[config.mk]
export PLATFORM = sky130hd
export DESIGN_NAME = sprite_compositor
export DESIGN_NICKNAME = d
export VERILOG_FILES = /design/src/rtl/sprite_pkg.sv /design/src/rtl/sprite_channel.sv /design/src/rtl/sprite_rom.sv /design/src/rtl/sprite_compositor.sv
export SDC_FILE = /design/constraint.sdc
export NUM_CORES = 1
export LEC_CHECK = 0
export ABC_AREA = 1
export CAP_MARGIN = 20
export CORE_UTILIZATION = 44
export CTS_BUF_LIST = sky130_fd_sc_hd__clkbuf_2 sky130_fd_sc_hd__clkbuf_4 sky130_fd_sc_hd__clkbuf_8
export DETAILED_ROUTE_END_ITERATION = 10
export PLACE_DENSITY = 0.68
export SLEW_MARGIN = 30
export SYNTH_ARGS = -nofsm -noshare
export SYNTH_HDL_FRONTEND = slang
export SYNTH_HIERARCHICAL = 1
export SYNTH_SLANG_ARGS = --single-unit
[constraint.sdc]
create_clock -name clk_25mhz -period 4.97 [get_ports clk_25mhz]
set_input_delay 1.491 -clock clk_25mhz [delete_from_list [all_inputs] [get_ports clk_25mhz]]
set_output_delay 1.491 -clock clk_25mhz [all_outputs]
set_load 0.005 [all_outputs]
[src/rtl/sprite_pkg.sv]
// rtl/sprite_pkg.sv - shared types and constants for the sprite compositor
package sprite_pkg;

    typedef logic [23:0] rgb_t;
    typedef logic [9:0]  coord_t;

    localparam rgb_t BG_DEFAULT  = 24'hffffff;
    localparam rgb_t KEY_DEFAULT = 24'hff00ff;

    localparam int BTN_UP    = 3;
    localparam int BTN_DOWN  = 4;
    localparam int BTN_LEFT  = 5;
    localparam int BTN_RIGHT = 6;

endpackage

[src/rtl/sprite_channel.sv]
// rtl/sprite_channel.sv - one sprite: motion, hit test, ROM lookup, delayed in-box flag
module sprite_channel import sprite_pkg::*; #(
    parameter int IDX         = 0,
    parameter int SPRITE_LOG2 = 6,
    parameter int H_RES       = 640,
    parameter int V_RES       = 480
) (
    input  logic       clk_25mhz,
    input  logic       resetn,
    input  logic       update,
    input  logic [6:0] btn,
    input  logic [9:0] x,
    input  logic [9:0] y,
    output rgb_t       data,
    output logic       inbox
);

    localparam int     L     = SPRITE_LOG2;
    localparam int     SIZE  = 1 << L;
    localparam coord_t X_MAX = coord_t'(H_RES - SIZE);
    localparam coord_t Y_MAX = coord_t'(V_RES - SIZE);
    localparam coord_t X0    = coord_t'((IDX * 2 * SIZE) % (H_RES - SIZE));
    localparam coord_t Y0    = coord_t'((IDX * SIZE) % (V_RES - SIZE));
    localparam logic   NEG_X0 = (IDX % 2 == 0);

    coord_t pos_x_q, pos_x_d, pos_y_q, pos_y_d;
    logic   neg_x_q, neg_x_d, neg_y_q, neg_y_d;
    logic   inbox_q, inbox_d;
    logic [L-1:0]   dx, dy;
    logic [2*L-1:0] addr;

    // once-per-update motion: sprite 0 steered by buttons, others bounce off the edges
    always_comb begin
        pos_x_d = pos_x_q;
        pos_y_d = pos_y_q;
        neg_x_d = neg_x_q;
        neg_y_d = neg_y_q;
        if (update) begin
            if (IDX == 0) begin
                if (btn[BTN_RIGHT] && !btn[BTN_LEFT] && pos_x_q < X_MAX) pos_x_d = pos_x_q + 1'b1;
                if (btn[BTN_LEFT] && !btn[BTN_RIGHT] && pos_x_q != '0)  pos_x_d = pos_x_q - 1'b1;
                if (btn[BTN_DOWN] && !btn[BTN_UP] && pos_y_q < Y_MAX)    pos_y_d = pos_y_q + 1'b1;
                if (btn[BTN_UP] && !btn[BTN_DOWN] && pos_y_q != '0)      pos_y_d = pos_y_q - 1'b1;
            end else begin
                if (neg_x_q ? (pos_x_q == '0) : (pos_x_q == X_MAX)) neg_x_d = !neg_x_q;
                else pos_x_d = neg_x_q ? pos_x_q - 1'b1 : pos_x_q + 1'b1;
                if (neg_y_q ? (pos_y_q == '0) : (pos_y_q == Y_MAX)) neg_y_d = !neg_y_q;
                else pos_y_d = neg_y_q ? pos_y_q - 1'b1 : pos_y_q + 1'b1;
            end
        end
    end

    // stage 0 hit test in 11 bits so the box never wraps; texel address from the low offset bits
    always_comb begin
        inbox_d = ({1'b0, x} >= {1'b0, pos_x_q}) && ({1'b0, x} < {1'b0, pos_x_q} + 11'(SIZE)) &&
                  ({1'b0, y} >= {1'b0, pos_y_q}) && ({1'b0, y} < {1'b0, pos_y_q} + 11'(SIZE));
        dx      = x[L-1:0] - pos_x_q[L-1:0];
        dy      = y[L-1:0] - pos_y_q[L-1:0];
        addr    = {dy, dx};
    end

    // position, direction and in-box delay registers
    always_ff @(posedge clk_25mhz or negedge resetn) begin
        if (!resetn) begin
            pos_x_q <= X0;
            pos_y_q <= Y0;
            neg_x_q <= NEG_X0;
            neg_y_q <= 1'b0;
            inbox_q <= 1'b0;
        end else begin
            pos_x_q <= pos_x_d;
            pos_y_q <= pos_y_d;
            neg_x_q <= neg_x_d;
            neg_y_q <= neg_y_d;
            inbox_q <= inbox_d;
        end
    end

    sprite_rom #(.ID(IDX), .ADDR_W(2 * L)) u_rom (
        .clk_25mhz (clk_25mhz),
        .resetn    (resetn),
        .addr      (addr),
        .data      (data)
    );

    assign inbox = inbox_q;

endmodule

[src/rtl/sprite_rom.sv]
// rtl/sprite_rom.sv - sprite texture ROM with one-cycle synchronous read
module sprite_rom import sprite_pkg::*; #(
    parameter int ID     = 0,
    parameter int ADDR_W = 12
) (
    input  logic              clk_25mhz,
    input  logic              resetn,
    input  logic [ADDR_W-1:0] addr,
    output rgb_t              data
);

    localparam int L = ADDR_W / 2;

    logic [L-1:0] row;
    logic [L-1:0] col;
    rgb_t         data_d;
    rgb_t         data_q;

    // texture: sprite id tag, row, column; key colour punches a grid of holes at (5,5) mod 8
    always_comb begin
        row = addr[ADDR_W-1:L];
        col = addr[L-1:0];
        if (row[2:0] == 3'd5 && col[2:0] == 3'd5) begin
            data_d = KEY_DEFAULT;
        end else begin
            data_d = {8'(ID + 64), 8'(row), 8'(col)};
        end
    end

    // registered read port
    always_ff @(posedge clk_25mhz or negedge resetn) begin
        if (!resetn) data_q <= '0;
        else         data_q <= data_d;
    end

    assign data = data_q;

endmodule

[src/rtl/sprite_compositor.sv]
// rtl/sprite_compositor.sv - sprite overlay top; define SPRITE_COLLISION_EN for the overlap flag
module sprite_compositor import sprite_pkg::*; #(
    parameter int   NUM_SPRITES = 4,
    parameter int   SPRITE_LOG2 = 6,
    parameter int   H_RES       = 640,
    parameter int   V_RES       = 480,
    parameter rgb_t BG_COLOR    = BG_DEFAULT,
    parameter rgb_t KEY_COLOR   = KEY_DEFAULT,
    parameter int   MOVE_DIV    = 1
) (
    input  logic                   clk_25mhz,
    input  logic                   resetn,
    input  logic [9:0]             x,
    input  logic [9:0]             y,
    input  logic                   frame_tick,
    input  logic [6:0]             btn,
    output logic [23:0]            color,
    output logic [NUM_SPRITES-1:0] hit_mask,
    output logic                   collision
);

    logic [6:0] btn_meta_q, btn_meta_d, btn_sync_q, btn_sync_d;
    logic [7:0] div_q, div_d;
    logic       update;
    rgb_t       spr_data [NUM_SPRITES];
    logic [NUM_SPRITES-1:0] inbox, opaque;
    rgb_t       color_q, color_d;
    logic [NUM_SPRITES-1:0] hit_q, hit_d;

    // button synchronizer and frame divider producing the motion update pulse
    always_comb begin
        btn_meta_d = btn;
        btn_sync_d = btn_meta_q;
        div_d      = div_q;
        update     = 1'b0;
        if (frame_tick) begin
            if (div_q == 8'(MOVE_DIV - 1)) begin
                update = 1'b1;
                div_d  = '0;
            end else begin
                div_d  = div_q + 1'b1;
            end
        end
    end

    for (genvar i = 0; i < NUM_SPRITES; i++) begin : g_spr
        sprite_channel #(
            .IDX         (i),
            .SPRITE_LOG2 (SPRITE_LOG2),
            .H_RES       (H_RES),
            .V_RES       (V_RES)
        ) u_ch (
            .clk_25mhz (clk_25mhz),
            .resetn    (resetn),
            .update    (update),
            .btn       (btn_sync_q),
            .x         (x),
            .y         (y),
            .data      (spr_data[i]),
            .inbox     (inbox[i])
        );
    end

    // priority mux: scan high index to low so the lowest opaque index wins
    always_comb begin
        color_d = BG_COLOR;
        opaque  = '0;
        for (int i = NUM_SPRITES - 1; i >= 0; i--) begin
            opaque[i] = inbox[i] && (spr_data[i] != KEY_COLOR);
            if (opaque[i]) color_d = spr_data[i];
        end
        hit_d = opaque;
    end

    // synchronizer, divider and output registers
    always_ff @(posedge clk_25mhz or negedge resetn) begin
        if (!resetn) begin
            btn_meta_q <= '0;
            btn_sync_q <= '0;
            div_q      <= '0;
            color_q    <= BG_COLOR;
            hit_q      <= '0;
        end else begin
            btn_meta_q <= btn_meta_d;
            btn_sync_q <= btn_sync_d;
            div_q      <= div_d;
            color_q    <= color_d;
            hit_q      <= hit_d;
        end
    end

    assign color    = color_q;
    assign hit_mask = hit_q;

`ifdef SPRITE_COLLISION_EN
    logic       collision_q, collision_d;
    logic [3:0] hits;

    // sticky overlap flag; frame_tick clears it and wins over a same-cycle set
    always_comb begin
        hits = '0;
        for (int i = 0; i < NUM_SPRITES; i++) hits = hits + 4'(hit_q[i]);
        collision_d = collision_q;
        if (frame_tick)          collision_d = 1'b0;
        else if (hits >= 4'd2)   collision_d = 1'b1;
    end

    // collision flag register
    always_ff @(posedge clk_25mhz or negedge resetn) begin
        if (!resetn) collision_q <= 1'b0;
        else         collision_q <= collision_d;
    end

    assign collision = collision_q;
`else
    assign collision = 1'b0;
`endif

endmodule

* Yosys cells after proc, flatten, opt, wreduce, memory -nomap -nowiden *
Cells that the tools add are included.

storage, ports and cells
  bits in registers = 236
  bits of input ports = 30
  word-level logic and storage cells = 192

operators by class
  $add $sub $neg = 33
  order comparisons = 18
  equality and inequality tests = 18
  muxes and demuxes = 27
  bitwise logic cells = 6
  reductions and logical operators = 63

operators with widths
  kind                   number
  $mux 24                8
  $mux 10                10
  $ne 24x24->1 const B   4
  $add 10x7->11 const B  8
  $lt 10x11->1           8
  $add 10x1->10 const B  8
  $ge 10x10->1           8
  $sub 10x1->10 const B  8
  $logic_not 10->1       6
  $sub 6x6->6            8
  $eq 10x10->1 const B   3
  $eq 10x9->1 const B    3
  $logic_and 1x1->1      28
  $reduce_and 2->1       14
  $eq 3x3->1 const B     8
  $reduce_bool 10->1     2
  $logic_not 1->1        10
  $lt 10x10->1 const B   1
  $lt 10x9->1 const B    1
  $add 8x1->8 const B    1
  $logic_not 8->1        1
  $mux 1                 8
  $mux 8                 1
  $not 1->1              6
  $reduce_bool 2->1      2

* Logic depth before layout (Yosys ltp) *
Gate-level depths: netlist (run 1).

  depth in word-level cells = 6
  depth in mapped cells = 18

* Cells and area by module *
The synthesis (run 1) kept the hierarchy.

by module, submodules not included
  module                          times used  cells each  area an instance (sq um)
  sprite_compositor               1           488         3285.7
  sprite_channel (g_spr[2].u_ch)  1           437         2962.8
  sprite_channel (g_spr[3].u_ch)  1           430         2961.6
  sprite_channel (g_spr[1].u_ch)  1           430         2959.1
  sprite_channel (g_spr[0].u_ch)  1           440         2931.6
  sprite_rom                      4           56          554.3

* Worst setup path after synthesis (run 1) *
Ideal clock, no wire load.

  kind = input port to flip-flop
  start = input frame_tick
  end = register g_spr[1].u_ch.pos_y_q[3]
  setup time = 0.122 ns
  arrival = 4.601 ns
  data required time = 4.848 ns
  path slack = 0.248 ns
  cell stages on the path = 6
  buffers on the path = 1
  path through = inv_1 > nor4_1 > nand2_1 > buf_6 > nand2_1 > o21ai_2

on the way
  word-level cells in the longest chain between the ends = 2

ends and longest elaborated chain
  item                        line                     source
  from (decl)                 sprite_compositor.sv:15  input logic frame_tick,
  $mux 1                      sprite_compositor.sv:36  if (frame_tick) begin
  net update                  sprite_compositor.sv:24  logic update;
  $reduce_and 2->1 (no line)  -
  to (signal assigned)        sprite_channel.sv:72     pos_y_q <= pos_y_d;
  to (decl)                   sprite_channel.sv:26     coord_t pos_x_q, pos_x_d, pos_y_q, pos_y_d;

The timed path passes the listed nets, and every way through them passes these cells.
A chain may end at the register's enable or synchronous reset.

* Worst setup path after layout (run 1) *
  start = input y[1]
  end = register g_spr[0].u_ch.u_rom.data_q[10]

on the way
  word-level cells in the longest chain between the ends = 4

ends and longest elaborated chain
  item                                line                     source
  from (decl)                         sprite_compositor.sv:14  input logic [9:0] y,
  $sub 6x6->6 *                       sprite_channel.sv:58     dy = y[L-1:0] - pos_y_q[L-1:0];
  net g_spr[0].u_ch.dy[2]             sprite_channel.sv:29     logic [L-1:0] dx, dy;
  $eq 3x3->1                          sprite_rom.sv:23         if (row[2:0] == 3'd5 && col[2:0] == 3'd5) begin
  $logic_and 1x1->1                   sprite_rom.sv:23
  $mux 24 *                           sprite_rom.sv:23
  net g_spr[0].u_ch.u_rom.data_d[10]  sprite_rom.sv:16         rgb_t data_d;
  to (signal assigned)                sprite_rom.sv:33         else data_q <= data_d;
  to (decl)                           sprite_rom.sv:17         rgb_t data_q;

The timed path passes the listed nets; every way through them passes the cells marked *.

==> run summary, run 1 <==
The path depth of the worst reg2reg path is 16. The logs give 0 for the hold violation count in the final report and 9.86 nW for the static leakage. The starting utilization of the core area is 45.2%. For the insertion delay to the later sink of the worst-skew pair, the log shows 0.48 ns. 0 antenna diodes ended up in the layout.

Counting every instance in the synthesized netlist gives 2443. The average instance in the mapped netlist occupies 7.03 µm². Once layout is done, the placed cells without fillers occupy 18300 µm². The path class of the lowest-slack min-delay path was flip-flop to flip-flop. The worst setup path is captured at a flip-flop. The startpoint class of the critical path was an input port.

The average wire per cell in the routed design is 12.8 µm, and the worst setup slack for register-to-register paths is 2.26 ns. The clock root buffer master is clkbuf_8. For the half-perimeter wire length after placement, the log shows 29800 µm. For this run, the number of Yosys warnings is 6. Cell internal power was estimated by the tool at 0.00374 W.

In this run the worst path has a maximum fanout of 8. The congestion estimate from routability-driven global placement came to 0.890. Net switching is 41.2% of the power. In this run, post-CTS hold repair placed 0 buffers. Maximum resistive drop on vdd: 0.173 mV.

Power spread over the standard cell area amounts to 348 nW/µm². For the leftover overflow at the end of global routing, the log shows 0. The worst path arrival time is 3.88 ns. For this run, the top clock speed supported by timing is 284 MHz. Critical path required time: 5.33 ns. Post-CTS timing repair inserted 0 buffers for setup. Sequential cells burn 35.8% of the power. The tools report the number of routed nets with antenna violations as 0. The average vias per placed instance is 4.82.

Summed over all nets, the switching power comes to 0.00262 W. The DRC violations left is 0, and the share of power burned in combinational logic is 45.7%. Setup repair after global routing left no endpoint under its margin. The logs give 0 for the total of endpoints with negative setup slack in the final report and 48.1% for the final core area utilization. The buffer depth of the longest clock path is 2, and the hold-critical path depth is 0. The mapped netlist covers 17200 µm². The tools report the sum of negative setup slack as 0 ns. The slew at the pin closest to its max-slew limit is 0.862 ns, and the number of placed instances with taps included is 2934. The layout-stage area growth over the synthesis result is 6.60%, and the detailed-route via count is 14300. The total placed instance area is 17800 µm².

The run finished with clean final reports. First-pass GRT wire length: 64400 µm. The detailed-router iteration count before antenna repair was 5; the number of filler instances in the final layout was 3787. The via count of the first global-routing pass was 13600; the share of post-route cells with drive strength above 1 was 6.60%.

The worst setup path is of the input port to flip-flop kind. The count of pins on the block boundary is 59. The number of antenna violations at the first check in global routing came out at 0. The vertical die dimension was 200 µm.

In this run the critical register-to-register path is captured at g_spr[0].u_ch/pos_y_q[9]. Buffers placed on the I/O ports in this run total 54. The worst path needs 3.52 ns of the cycle, external delays included. The clock drives 190 sinks. In this run the number of H-tree levels came out at 4. Entering global routing, the biggest net connects 98 pins. The worst hold path terminates at btn_sync_q[5]. In this run, the number of DRC markers left after iteration 0 of detailed routing was 854. The floorplan has 71 rows. Die width: 200 µm.

In this run the critical register-to-register path is launched from g_spr[0].u_ch/pos_y_q[6]. The tools report the count of non-filler cells in the finished layout as 2966. The tool flagged a number of max-cap violations equal to 0. The final critical path takes up 70.8% of the cycle.

In this run the most critical hold path is launched from btn_meta_q[5]. In this run the tightest slew margin relative to its limit is 42.5%. The register clock-pin slew on the reported worst setup and hold paths was 0.09 ns.

The clock network accounts for 18.5% of the total power. The overall power is 0.00636 W, and the global-route usage over all layers is 19.9%. Clock tree synthesis inserted a total of 17 buffers.

The full die area is 39800 µm², and the placeable core region is 38000 µm². The max-slew violation count came out at 0. Wires add up to 37900 µm.

The worst setup skew after layout is 0.0164 ns, and the number of nets in the layout is 2690. The number of gates resized after CTS was 0. TritonCTS built the clock tree.
-- worst max-delay path by stage --
stage	start	to	slack [ns]	depth (start not counted)
detailed placement	y[1]	g_spr[0].u_ch/u_rom/data[10]	0.96	7
CTS	y[1]	g_spr[0].u_ch/u_rom/data[10]	1.48	7
global placement	y[1]	g_spr[0].u_ch/u_rom/data[13]	1.00	7
finish	y[1]	g_spr[0].u_ch/u_rom/data[10]	1.45	7
global route	y[1]	g_spr[0].u_ch/u_rom/data[10]	1.33	7
floorplan	frame_tick	g_spr[1].u_ch/pos_y_q[3]	0.25	6
-- stage by stage --
stage / setup slack (ns) / hold WS [ns]
finish: 1.45 / 0.355
global route: 1.33 / 0.381
CTS: 1.48 / 0.358
detailed placement: 0.962 / 0.335
global placement: 1.00 / 0.332
floorplan: 0.248 / 0.331
-- area by class of cell --
class | instances | area, µm² | share of cell area (%)
multi-input combinational | 1754 | 10200 | 55.9
timing repair buffer | 60 | 614 | 3.36
inverter | 419 | 1570 | 8.59
tap | 511 | 639 | 3.49
clock inverter | 11 | 179 | 0.978
clock buffer | 21 | 277 | 1.51
sequential | 190 | 4800 | 26.2
-- critical path: stages --
cell	delay, ns
clkdlybuf4s50_1	0.86
inv_1	0.14
fa_1	0.47
xnor2_1	0.43
nand3_1	0.15
nor2_2	0.27
nor2_1	0.07
-- power by group through the flow --
stage               clock (W)  sequential [W]  combinational (W)
floorplan                   0         0.00221            0.00223
global placement            0         0.00230            0.00280
detailed placement          0         0.00231            0.00289
CTS                   0.00121         0.00228            0.00291
global route          0.00127         0.00233            0.00334
finish                0.00118         0.00228            0.00290
-- flip-flops by register name (all words and copies together) (netlist names) --
signal                 flops
btn_meta_q                 4
btn_sync_q                 4
color                     24
div_q                      8
g_spr.u_ch/inbox           4
g_spr.u_ch/neg_x_q         3
g_spr.u_ch/neg_y_q         3
g_spr.u_ch/pos_x_q        40
g_spr.u_ch/pos_y_q        40
g_spr.u_ch/u_rom/data     56
hit_mask                   4
-- layout by cell type, fill, tap and decap left out, types with 25 or more instances in the layout --
master / n
xor2_1: 58
inv_1: 387
xnor2_1: 35
nand4_1: 32
nand2_1: 695
clkdlybuf4s50_1: 53
nor2_1: 227
nand3b_1: 25
dfstp_2: 33
o21ai_0: 41
dfrtp_1: 157
nand3_1: 195
ha_1: 202
a21oi_1: 82
-- layer usage --
layer / up-vias / wire, µm / GRT usage (%)
met5: - / 0 / 0
met4: 0 / 693 / 5.46
met3: 40 / 1080 / 2.31
met2: 204 / 18000 / 34.7
met1: 6463 / 18100 / 25.8
li1: 7598 / - / -
Power figures use the tool's default switching activity.
==> run 2, diff against run 1 <==
PLACE_DENSITY = 0.7   (was 0.68)
clock period = 3.01 ns   (was 4.97 ns; I/O delays follow)
==> run summary, run 2 (synthesis gave the netlist of run 1 again) <==
TritonCTS built the clock tree. The first-pass GRT wire length was 64600 µm (+0.31%); the ratio of final minimum period to clock period was 87.4%. The half-perimeter wire length after placement is 30500 µm (+2.6%), and the starting utilization of the core area is 45.2% (unchanged). The maximum net fanout on the critical path is 6 (-2), and the detailed-route via count is 14600 (+2.3%). The stage delay of the slowest cell on the critical path was 0.65 ns (-0.21 ns).

The library cells used most frequently in the layout, excluding fill and tap cells, are nand2_1 (695), inv_1 (387), nor2_1 (227). DRC violations left: 0 (unchanged). The number of routed nets with antenna violations is 0 (unchanged). In this run the critical register-to-register path is captured at g_spr[0].u_ch/pos_x_q[8]. Most frequent standard cell in the layout excluding fill and tap cells: nand2_1. The number of violations reported at the end of detailed-routing iteration 0 is 883 (+3.4%), and the number of max-cap violations is 0 (unchanged).

The number of input and output port buffers inserted is 54 (unchanged). The logs give 0.42 ns (-1.84 ns) for the worst setup slack for register-to-register paths and 0.0228 ns (+0.00635 ns) for the worst setup skew after layout. The number of clock buffers inserted by TritonCTS came out at 17 (unchanged). Setup repair after global routing left no endpoint under its margin. The tools report the worst path arrival time as 2.99 ns (-0.89 ns). Slack of the critical path: 0.380 ns (-1.07 ns). The path class of the lowest-slack min-delay path was flip-flop to flip-flop.

Vertical die dimension: 200 µm (unchanged). After layout, the minimum clock period comes to 2.63 ns. The startpoint identified for the worst register-to-register timing path is g_spr[0].u_ch/pos_x_q[6]. The die width is 200 µm (unchanged), and the sum of negative setup slack is 0 ns (unchanged). For the number of H-tree levels, the log shows 4 (unchanged). STA classifies the critical path endpoint as a flip-flop. The path with the worst hold slack has its endpoint at btn_sync_q[4]. The power density over cell area is 558 nW/µm² (+61%), and the register clock-pin slew on the reported worst setup and hold paths is 0.09 ns (about the same).

The global-route usage over all layers is 20.0% (+0.10 points). The flow ran to the end, and the final reports show no timing, DRC or antenna violations. For the placeable core region, the log shows 38000 µm² (unchanged). The run gives -0.0681 ns (-1.03 ns) as the worst slack after detailed placement. The total of endpoints with negative setup slack in the final report was 0 (unchanged). Via count of the first global-routing pass: 13900 (+1.9%). Grouping stages by cell kind, the critical path spends the most delay in buffers and inverters. Clock root buffer master: clkbuf_8. The run gives 71 (unchanged) as the cell row count. The tools report the total length of routed wires as 38000 µm (+0.40%). The signal on the critical path passes through clkdlybuf4s50_1 > inv_1 > ha_1 > fa_1 > xnor2_1 > nand3_1 > nor2_2 > nor2_1. The maximum frequency from static timing analysis was 380 MHz; the final-layout worst hold slack was 0.357 ns (+0.00204 ns). The average vias per placed instance works out to 4.86 (+0.84%). The buffer depth of the longest clock path came out at 2 (unchanged). Maximum resistive drop on vdd: 0.324 mV (+88%). The tools report the number of nets in the layout as 2733 (+1.6%).

The critical setup path kind is input port to flip-flop. The tools report the critical path required time as 3.37 ns (-1.96 ns). The layout-stage area growth over the synthesis result is 8.29%, and the number of inserted diodes is 0 (unchanged).

The average wire per cell in the routed design came out at 12.6 µm (-1.0%). The slowest stage of the critical path belongs to the cell clkdlybuf4s50_1. The tools report the startpoint of the worst hold path as btn_meta_q[4].

The number of flip-flops in the largest register was 56 (unchanged); the headroom to the max-slew limit was 60.9% (+18 points). STA classifies the critical path startpoint as an input port. The share of post-route cells with drive strength above 1 is 8.17% (+1.6 points). Hold-critical path depth: 0 (unchanged). The number of antenna violations at the first check in global routing is 0 (unchanged). The insertion delay to the later sink of the worst-skew pair is 0.47 ns (about the same), and the leftover overflow at the end of global routing is 0 (unchanged). The slew at the pin closest to its max-slew limit works out to 0.586 ns (-0.276 ns). Max-slew violation count: 0 (unchanged).

The number of buffers inserted to repair setup after CTS was 0 (unchanged); the hold violation count in the final report was 0 (unchanged). The path depth of the worst reg2reg path was 16 (unchanged). For the full die area, the log shows 39800 µm² (unchanged). For the weighted congestion reported at the end of routability-driven placement, the log shows 0.898 (+0.87%).

The buffer and inverter count on the worst path is 2 (unchanged). The pin count of the biggest net entering global routing was 59 (-40%). The count of pins on the block boundary was 59 (unchanged).

The clock sink count is 190 (unchanged), and the number of buffers added to fix hold violations after cts is 0 (unchanged). Detailed-router iteration count before antenna repair: 5 (unchanged). The post-cts resize count was 0 (unchanged); the static leakage was 10.0 nW (+1.8%).
==> run 2: final cells by class <==
class | instances | area [µm²]
flip-flops and latches | 190 | 4800
clock inverters | 8 | 80.1
inverters | 419 | 1570
multi-input cells | 1754 | 10200
clock buffers | 23 | 310
fillers | 3783 | 19400
well taps | 511 | 639
repair buffers | 103 | 962
==> run 2: through the flow <==
step | utilization (%) | total power, W | area, µm² | cells
floorplan | - | 0.00734 | 17200 | 2447
finish | 48.9 | 0.0104 | 18600 | 3008
detailed placement | 47.9 | 0.00872 | 18200 | 2977
CTS | 48.9 | 0.0104 | 18600 | 3008
global placement | 47.9 | 0.00856 | 18200 | 2977
global route | 48.9 | 0.0114 | 18600 | 3008
==> run 2: how the worst max path moves through the flow <==
stage | start | to | cells after the start | slack [ns]
after detailed placement | x[0] | g_spr[0].u_ch/u_rom/data[12] | 8 | -0.07
after global routing | g_spr[0].u_ch/pos_x_q[6] | g_spr[0].u_ch/pos_x_q[8] | 16 | 0.22
after CTS | y[0] | g_spr[0].u_ch/u_rom/data[4] | 9 | 0.43
final | x[0] | g_spr[0].u_ch/u_rom/data[8] | 8 | 0.38
after global placement | x[0] | g_spr[0].u_ch/u_rom/data[11] | 8 | -0.06
after floorplan | frame_tick | g_spr[1].u_ch/pos_y_q[3] | 6 | 0.46
==> run 2: routing by layer <==
layer | part of all wire [%] | global-route usage (%) | wire length, µm
met3 | 2.4 | 2.19 | 929
met2 | 48 | 34.8 | 18200
met1 | 48 | 26.0 | 18100
met4 | 2.1 | 5.80 | 788
met5 | 0 | 0 | 0
==> run 2: report_power, final <==
part	internal (W)	switching (W)	leakage, nW
clock network	0.000774	0.000926	0.194
logic	0.00205	0.00285	7.57
registers	0.00325	0.000526	2.28
total	0.00607	0.00431	10.0
